### config.mk
export PLATFORM = sky130hd
export DESIGN_NAME = lut_neuron_prog
export DESIGN_NICKNAME = d
export VERILOG_FILES = /design/src/rtl/lut_neuron_pkg.sv /design/src/rtl/lut_table_ram.sv /design/src/rtl/lut_neuron_prog.sv
export SDC_FILE = /design/constraint.sdc
export NUM_CORES = 1
export LEC_CHECK = 0
export ABC_AREA = 1
export ABC_CLOCK_PERIOD_IN_PS = 3100
export CELL_PAD_IN_SITES_DETAIL_PLACEMENT = 1
export CELL_PAD_IN_SITES_GLOBAL_PLACEMENT = 2
export CORE_MARGIN = 1
export CORE_UTILIZATION = 38
export DETAILED_ROUTE_END_ITERATION = 6
export HOLD_SLACK_MARGIN = 0.15
export PLACE_DENSITY_LB_ADDON = 0.1
export SYNTH_ARGS = -nofsm -noshare
export SYNTH_HDL_FRONTEND = slang
export SYNTH_SLANG_ARGS = --single-unit
export TNS_END_PERCENT = 10
### constraint.sdc
create_clock -name clk -period 3.1 [get_ports clk]
set_input_delay 0.465 -clock clk [delete_from_list [all_inputs] [get_ports clk]]
set_output_delay 0.465 -clock clk [all_outputs]
set_load 0.01 [all_outputs]
### src/rtl/lut_neuron_pkg.sv
// Shared types and helpers for the programmable truth-table neuron.
package lut_neuron_pkg;

    typedef enum logic [1:0] {
        ST_CLEAR = 2'd0,
        ST_RUN   = 2'd1,
        ST_DRAIN = 2'd2,
        ST_CFG   = 2'd3
    } state_e;

    function automatic int depth_of(input int in_bits);
        return 1 << in_bits;
    endfunction

endpackage

### src/rtl/lut_table_ram.sv
// Single-write, async-read distributed RAM holding one neuron's truth table.
module lut_table_ram #(
    parameter int AW    = 6,
    parameter int DW    = 1,
    parameter int DEPTH = 64
) (
    input  logic          clk,
    input  logic          we,
    input  logic [AW-1:0] waddr,
    input  logic [DW-1:0] wdata,
    input  logic [AW-1:0] raddr,
    output logic [DW-1:0] rdata
);

    (* ram_style = "distributed", rom_style = "distributed" *)
    logic [DW-1:0] mem [DEPTH];

    always_ff @(posedge clk) begin
        if (we) mem[waddr] <= wdata;
    end

    assign rdata = mem[raddr];

endmodule

### src/rtl/lut_neuron_prog.sv
// Runtime-programmable LUT neuron: clear-on-reset table, config port,
// and a valid/ready lookup stream with a registered result.
module lut_neuron_prog
    import lut_neuron_pkg::*;
#(
    parameter int IN_BITS  = 6,
    parameter int OUT_BITS = 1
) (
    input  logic                clk,
    input  logic                rst,
    input  logic                in_valid,
    output logic                in_ready,
    input  logic [IN_BITS-1:0]  in_data,
    output logic                out_valid,
    input  logic                out_ready,
    output logic [OUT_BITS-1:0] out_data,
    input  logic                cfg_mode,
    input  logic                cfg_we,
    input  logic [IN_BITS-1:0]  cfg_addr,
    input  logic [OUT_BITS-1:0] cfg_wdata,
    output logic                cfg_active,
    output logic                cfg_ack,
    output logic                cfg_err
);

    localparam int DEPTH = depth_of(IN_BITS);
    localparam logic [IN_BITS:0] LAST = (IN_BITS+1)'(DEPTH - 1);

    state_e              state_q, state_d;
    logic [IN_BITS:0]    clear_cnt_q, clear_cnt_d;
    logic                out_valid_q, out_valid_d;
    logic [OUT_BITS-1:0] out_data_q, out_data_d;
    logic                cfg_ack_q, cfg_ack_d;
    logic                cfg_err_q, cfg_err_d;

    logic                wr_en;
    logic [IN_BITS-1:0]  wr_addr;
    logic [OUT_BITS-1:0] wr_data;
    logic [OUT_BITS-1:0] rd_data;
    logic                in_ready_c;
    logic                xfer;

    always_comb begin
        state_d     = state_q;
        clear_cnt_d = clear_cnt_q;
        out_valid_d = out_valid_q;
        out_data_d  = out_data_q;
        cfg_ack_d   = 1'b0;
        cfg_err_d   = cfg_err_q;
        wr_en       = 1'b0;
        wr_addr     = cfg_addr;
        wr_data     = cfg_wdata;

        in_ready_c = (state_q == ST_RUN) && (!out_valid_q || out_ready);
        xfer       = in_valid && in_ready_c;

        if (xfer) begin
            out_valid_d = 1'b1;
            out_data_d  = rd_data;
        end else if (out_ready) begin
            out_valid_d = 1'b0;
        end

        case (state_q)
            ST_CLEAR: begin
                wr_en       = 1'b1;
                wr_addr     = clear_cnt_q[IN_BITS-1:0];
                wr_data     = '0;
                clear_cnt_d = clear_cnt_q + 1'b1;
                if (clear_cnt_q == LAST) state_d = ST_RUN;
            end
            ST_RUN: begin
                if (cfg_mode) state_d = ST_DRAIN;
            end
            ST_DRAIN: begin
                // Move on as soon as the held result has been taken.
                if (!out_valid_d) state_d = ST_CFG;
            end
            ST_CFG: begin
                if (cfg_we) begin
                    wr_en     = 1'b1;
                    cfg_ack_d = 1'b1;
                end
                if (!cfg_mode) state_d = ST_RUN;
            end
            default: state_d = ST_CLEAR;
        endcase

        if (cfg_we && state_q != ST_CFG) cfg_err_d = 1'b1;
    end

    always_ff @(posedge clk) begin
        if (rst) begin
            state_q     <= ST_CLEAR;
            clear_cnt_q <= '0;
            out_valid_q <= 1'b0;
            out_data_q  <= '0;
            cfg_ack_q   <= 1'b0;
            cfg_err_q   <= 1'b0;
        end else begin
            state_q     <= state_d;
            clear_cnt_q <= clear_cnt_d;
            out_valid_q <= out_valid_d;
            out_data_q  <= out_data_d;
            cfg_ack_q   <= cfg_ack_d;
            cfg_err_q   <= cfg_err_d;
        end
    end

    lut_table_ram #(
        .AW    (IN_BITS),
        .DW    (OUT_BITS),
        .DEPTH (DEPTH)
    ) u_ram (
        .clk   (clk),
        .we    (wr_en && !rst),
        .waddr (wr_addr),
        .wdata (wr_data),
        .raddr (in_data),
        .rdata (rd_data)
    );

    assign in_ready   = in_ready_c;
    assign out_valid  = out_valid_q;
    assign out_data   = out_data_q;
    assign cfg_active = (state_q == ST_CFG);
    assign cfg_ack    = cfg_ack_q;
    assign cfg_err    = cfg_err_q;

endmodule

Word-level counts from Yosys, hierarchy flattened
Memory sizes are Yosys's and may differ from the RTL's. A register that Yosys moved wholly into a read port is not among the register bits. Index checks and enable logic that the tools add are counted.

Bits in registers: 12. Word-level logic and storage cells: 40. Memories: 1. Output and inout port bits: 6. RAM bits: 64.

Memories: u_ram.mem (depth 64, width 1, rd ports 1, clocked after memory_dff 1, write ports 1, RTL line lut_table_ram.sv:16) `logic [DW-1:0] mem [DEPTH];`.

$add $sub $neg: 1. Eq/ne operators: 9. Mux-type cells: 13. Reductions and logical operators: 10. Bitwise logic cells: 1.

Operators by type and width (count): 2-bit inequality test, second input constant (5); 2-bit 2-to-1 mux (4); 2-bit one-hot mux with 4 select lines (1); 7-bit by 1-bit adder with 7-bit output, second input constant (1); 7-bit by 6-bit == test with 1-bit output, second input constant (1); 1-bit 2-to-1 mux (6); 6-bit 2-to-1 mux (1); 2-bit == test, second input constant (2); 1-bit logical AND (4); 4-bit AND reduction (1); 2-bit by 1-bit == test with 1-bit output, second input constant (1); 1-bit logical NOT (2); 2-bit logical NOT (1); 1-bit one-hot mux with 2 select lines (1); 2-bit OR reduction (1); 1-bit logical OR (1); 1-bit inverter (1).

Logic depth before layout (Yosys ltp)
Depth in word-level cells: 7. Mapped depth: 13. Depth with buffers taken out: 11.

Cells and area by module
A second synthesis with hierarchy kept.

Cells, all modules: 427. Area total of the unflattened synthesis: 3803.6 µm².

By module, submodules not included: lut_table_ram (sequential area each 1921.8 µm², instances 1, cells an instance 313, area each 3025.4 µm²); lut_neuron_prog (sequential area each 260.2 µm², instances 1, cells an instance 114, area each 778.2 µm²).

Least setup slack after synthesis
Ideal clock, no wire load.

Path type: reg2reg. Start point: register state_q[0]. End point: memory u_ram.mem[0] (data pin). Path buffers: 1. Data required time: 2.598 ns. Stages on the path, launching flop included: 5. Clock period less this slack: 2.861 ns. Setup slack: 0.239 ns. Arrival time: 2.359 ns. Cell sequence: dfxtp_1 inv_1 ha_1 buf_6 nor2_1.

Cells in the longest elaborated chain, start to end: 2.

RTL lines: from (decl) (RTL line lut_neuron_prog.sv:29) `state_e state_q, state_d;`; from (signal assigned) (RTL line lut_neuron_prog.sv:101) `state_q <= state_d;`; 2-bit logical NOT (RTL line lut_neuron_prog.sv:64) `case (state_q)`; 1-bit 2-to-1 mux (RTL line lut_neuron_prog.sv:64); net u_ram.wdata (RTL line lut_table_ram.sv:10) `input logic [DW-1:0] wdata,`; to (decl) (RTL line lut_table_ram.sv:16).

The timed path passes the listed nets, and every way through them passes these cells.

Final worst setup path
Start point: register state_q[0]. End point: memory u_ram.mem[35] (enable).

Cells in the longest elaborated chain, start to end: 5. Elaborated cells between the ends (all ways): 7. Those cells by class: 1 x eq/ne; 4 x mux; 2 x reduce/logical.

RTL lines: 2-bit == test or 2-bit logical NOT (tied branches) (RTL line lut_neuron_prog.sv:64); 1-bit one-hot mux with 2 select lines (RTL line lut_neuron_prog.sv:64); 1-bit logical AND (RTL line lut_neuron_prog.sv:116) `.we (wr_en && !rst),`; 1-bit 2-to-1 mux (RTL line lut_table_ram.sv:19) `if (we) mem[waddr] <= wdata;`; 1-bit 2-to-1 mux (not written as such) (RTL line lut_table_ram.sv:19).

Several ways; a longest one is shown, not always the timed one.

==> impl_results.md <==
* CTS HTree Levels at 3
* # hold bufs at CTS at 0
* Fin nets at 452
* Slew Limit Headroom at 0.518
* Detailed placer's ending HPWL at 6.71 mm
* Initial antenna violation count at 0
* RSZ-0062 raised after global routing: no
* Fin crit share at 0.832
* Final setup margin at 520 ps
* CTS resizes at 0
* Clock transition at the registers of the reported paths at 80 ps
* CTS Buffer Depth at 2
* Vias/cell at 5.06
* Setup crit start: state_q[0]$_SDFFE_PP0P_
* FF-to-FF path depth at 8
* Gr ovfl total at 0
* RR Startpoint: state_q[0]$_SDFFE_PP0P_
* Power Density at 698 nW/um2
* Worst hold path type: flop to flop
* Critical Path End: u_ram.mem[35]$_DFFE_PP_
* FP Rows at 36
* Area grow syn2layout at 14.4%
* Flops & latches, synth at 77
* Max-cap violations at 0
* Yosys top cell by area: edfxtp_1
* CTS tree: done
* Outcome: finished clean
* Avg WL per Cell at 17.7 um
* Die area at 10500 um2
* Type of origin of the critical path: flop
* Initial DRT Pass Iterations at 4
* F_max at 388 MHz
* Syn nets at 425
* Number of global-route vias before repair at 2998
* Antenna-violating nets left at 0
* Ranking of synthesized cells by area: edfxtp_1, nand2_1, nand3_1, nor2_1, dfxtp_1
* DP Worst Slack at 497 ps
* Gr usage total at 0.210
* Async S/R FF share, synth at 0
* Setup violators final at 0
* CP Data Arrival Time at 2600 ps
* Min Tclk post-route at 2580 ps
* Worst VDD drop at 399 uV
* Final Hold Viols at 0
* Cells after synthesis at 400
* Setup TNS at 0 ps
* Hold_ws at 455 ps
* DRC viols at 0
* Worst-path maximum fanout at 13
* FF-to-FF setup slack at 520 ps
* Starting DRC count in detailed routing at 130
* Core Area at 9770 um2
* CP Class: flop to flop
* DRT Wirelength at 10.0 mm
* Final Skew at 7.73 ps
* Design Power at 3.05 mW
* Slew @ Worst Pin at 723 ps
* CTS buffer count at 9
* RD Place Congestion at 0.769
* Post-synth EDFFs at 64
* Design area at 4370 um2
* Ys flop type: edfxtp_1
* Share of the synthesized area in the top cell type at 0.503
* Placed Instance Area at 4180 um2
* # Post-CTS Setup Buffers at 0
* DR vias at 2857
* First-pass GRT wire length at 15.9 mm
* Sequential area share after synthesis at 0.571
* CTS Sinks at 77
* Max-slew violations at 0
* Die width at 102 um
* Reg2reg end: u_ram.mem[35]$_DFFE_PP_
* Clock root cell: clkbuf_8
* Antenna cells at 0
* Skew-Pair Late Insertion Delay at 350 ps
* Netlist area before placement at 3820 um2
* Mean post-synth cell area at 9.55 um2
* Io pins at 25
* Die Ht at 102 um
* Post-synth cell types at 30
* Largest net degree at the start of global routing at 65
* Effective utilization at floorplan at 0.391
* Yosys warnings at 0
* Leak at 1.56 nW
* Worst EP required at 3120 ps
* Worst setup EP type: flop
* Ratio of cells with drive above 1 in the final layout at 0.127
* PortBufs at 24
==> sequential cells by signal, summed over array words and instances (netlist names) <==
signal,count
state_q,2
u_ram.mem,64
out_data,1
cfg_err,1
cfg_ack,1
out_valid,1
clear_cnt_q,7
==> power breakdown <==
part | total (mW) | internal [mW] | switching [mW]
registers | 1.27 | 1.24 | 0.0341
clock network | 0.770 | 0.394 | 0.376
logic | 1.01 | 0.259 | 0.752
==> worst min path at each step <==
stage,endpoint,start,cells past startpoint
2_1_floorplan,clear_cnt_q[6]$_SDFFE_PP0P_,clear_cnt_q[6]$_SDFFE_PP0P_,1
3_5_place_dp,clear_cnt_q[6]$_SDFFE_PP0P_,clear_cnt_q[6]$_SDFFE_PP0P_,1
3_3_place_gp,clear_cnt_q[6]$_SDFFE_PP0P_,clear_cnt_q[6]$_SDFFE_PP0P_,1
4_1_cts,clear_cnt_q[6]$_SDFFE_PP0P_,clear_cnt_q[6]$_SDFFE_PP0P_,1
6_report,clear_cnt_q[6]$_SDFFE_PP0P_,clear_cnt_q[6]$_SDFFE_PP0P_,1
5_1_grt,clear_cnt_q[6]$_SDFFE_PP0P_,clear_cnt_q[6]$_SDFFE_PP0P_,1
==> worst max-delay path, cell delays in order (launching register included) <==
cell	delay, ps
dfxtp_1	350
inv_1	110
ha_1	630
inv_2	210
o21ai_0	150
nand2_1	90
inv_2	230
nand3_4	150
nor4_1	300
==> per-stage QoR <==
step	utilization	instances
after detailed placement	0.427	549
after floorplan	-	400
after CTS	0.447	565
after global placement	0.427	549
after global routing	0.447	565
final	0.447	565
==> metal layers <==
layer | up-vias | track usage | wire length (um)
li1 | 1406 | - | -
met1 | 1391 | 0.264 | 4650
met2 | 44 | 0.372 | 5030
met3 | 16 | 0.0274 | 182
met4 | 0 | 0.0736 | 157
met5 | - | 0 | 0
==> cells in the final DEF (no fill, tap or decap), drive strengths merged, types with 2 or more instances in the layout <==
| cell type | synthesis | final |
|---|---|---|
| nand2 | 88 | 88 |
| nor2 | 76 | 76 |
| nand3 | 74 | 74 |
| edfxtp | 64 | 64 |
| inv | 29 | 29 |
| clkdlybuf4s50 | 0 | 24 |
| dfxtp | 13 | 13 |
| o21ai | 13 | 13 |
| clkbuf | 1 | 12 |
| a21oi | 11 | 11 |
| nor4 | 8 | 8 |
| ha | 6 | 6 |
| buf | 11 | 4 |
| clkinv | 0 | 3 |
| nor3 | 2 | 2 |
==> Yosys cell counts (2+ instances only) <==
cell type and instances:
nand3_1 61, nand2_2 4, o21ai_4 2, nand3_2 12, nand2_1 83, buf_6 4, nor2_1 72, buf_2 5
inv_2 8, a21oi_1 10, o21ai_0 10, nor2_4 3, ha_1 6, edfxtp_1 64, inv_1 20, nor4_1 8
dfxtp_1 13, buf_4 2, nor3_1 2
==> layout make-up <==
type	count	area [um2]
sequential	77	2180
multi-input combinational	282	1450
fill	1171	5400
clock buffer	12	145
clock inverter	4	48.8
timing repair buffer	28	270
inverter	29	111
tap	133	166
==> kinds of logic (layout without fill, tap and decap cells) <==
group,after synthesis,in the layout,synth area share
AOI/OAI and AO/OA,26,26,0.0452
DFF,77,77,0.571
and+or+nand+nor,250,250,0.312
buffers and inverters,41,73,0.0524
adders and majority gates,6,6,0.0196
(Power assumes the default switching activity.)
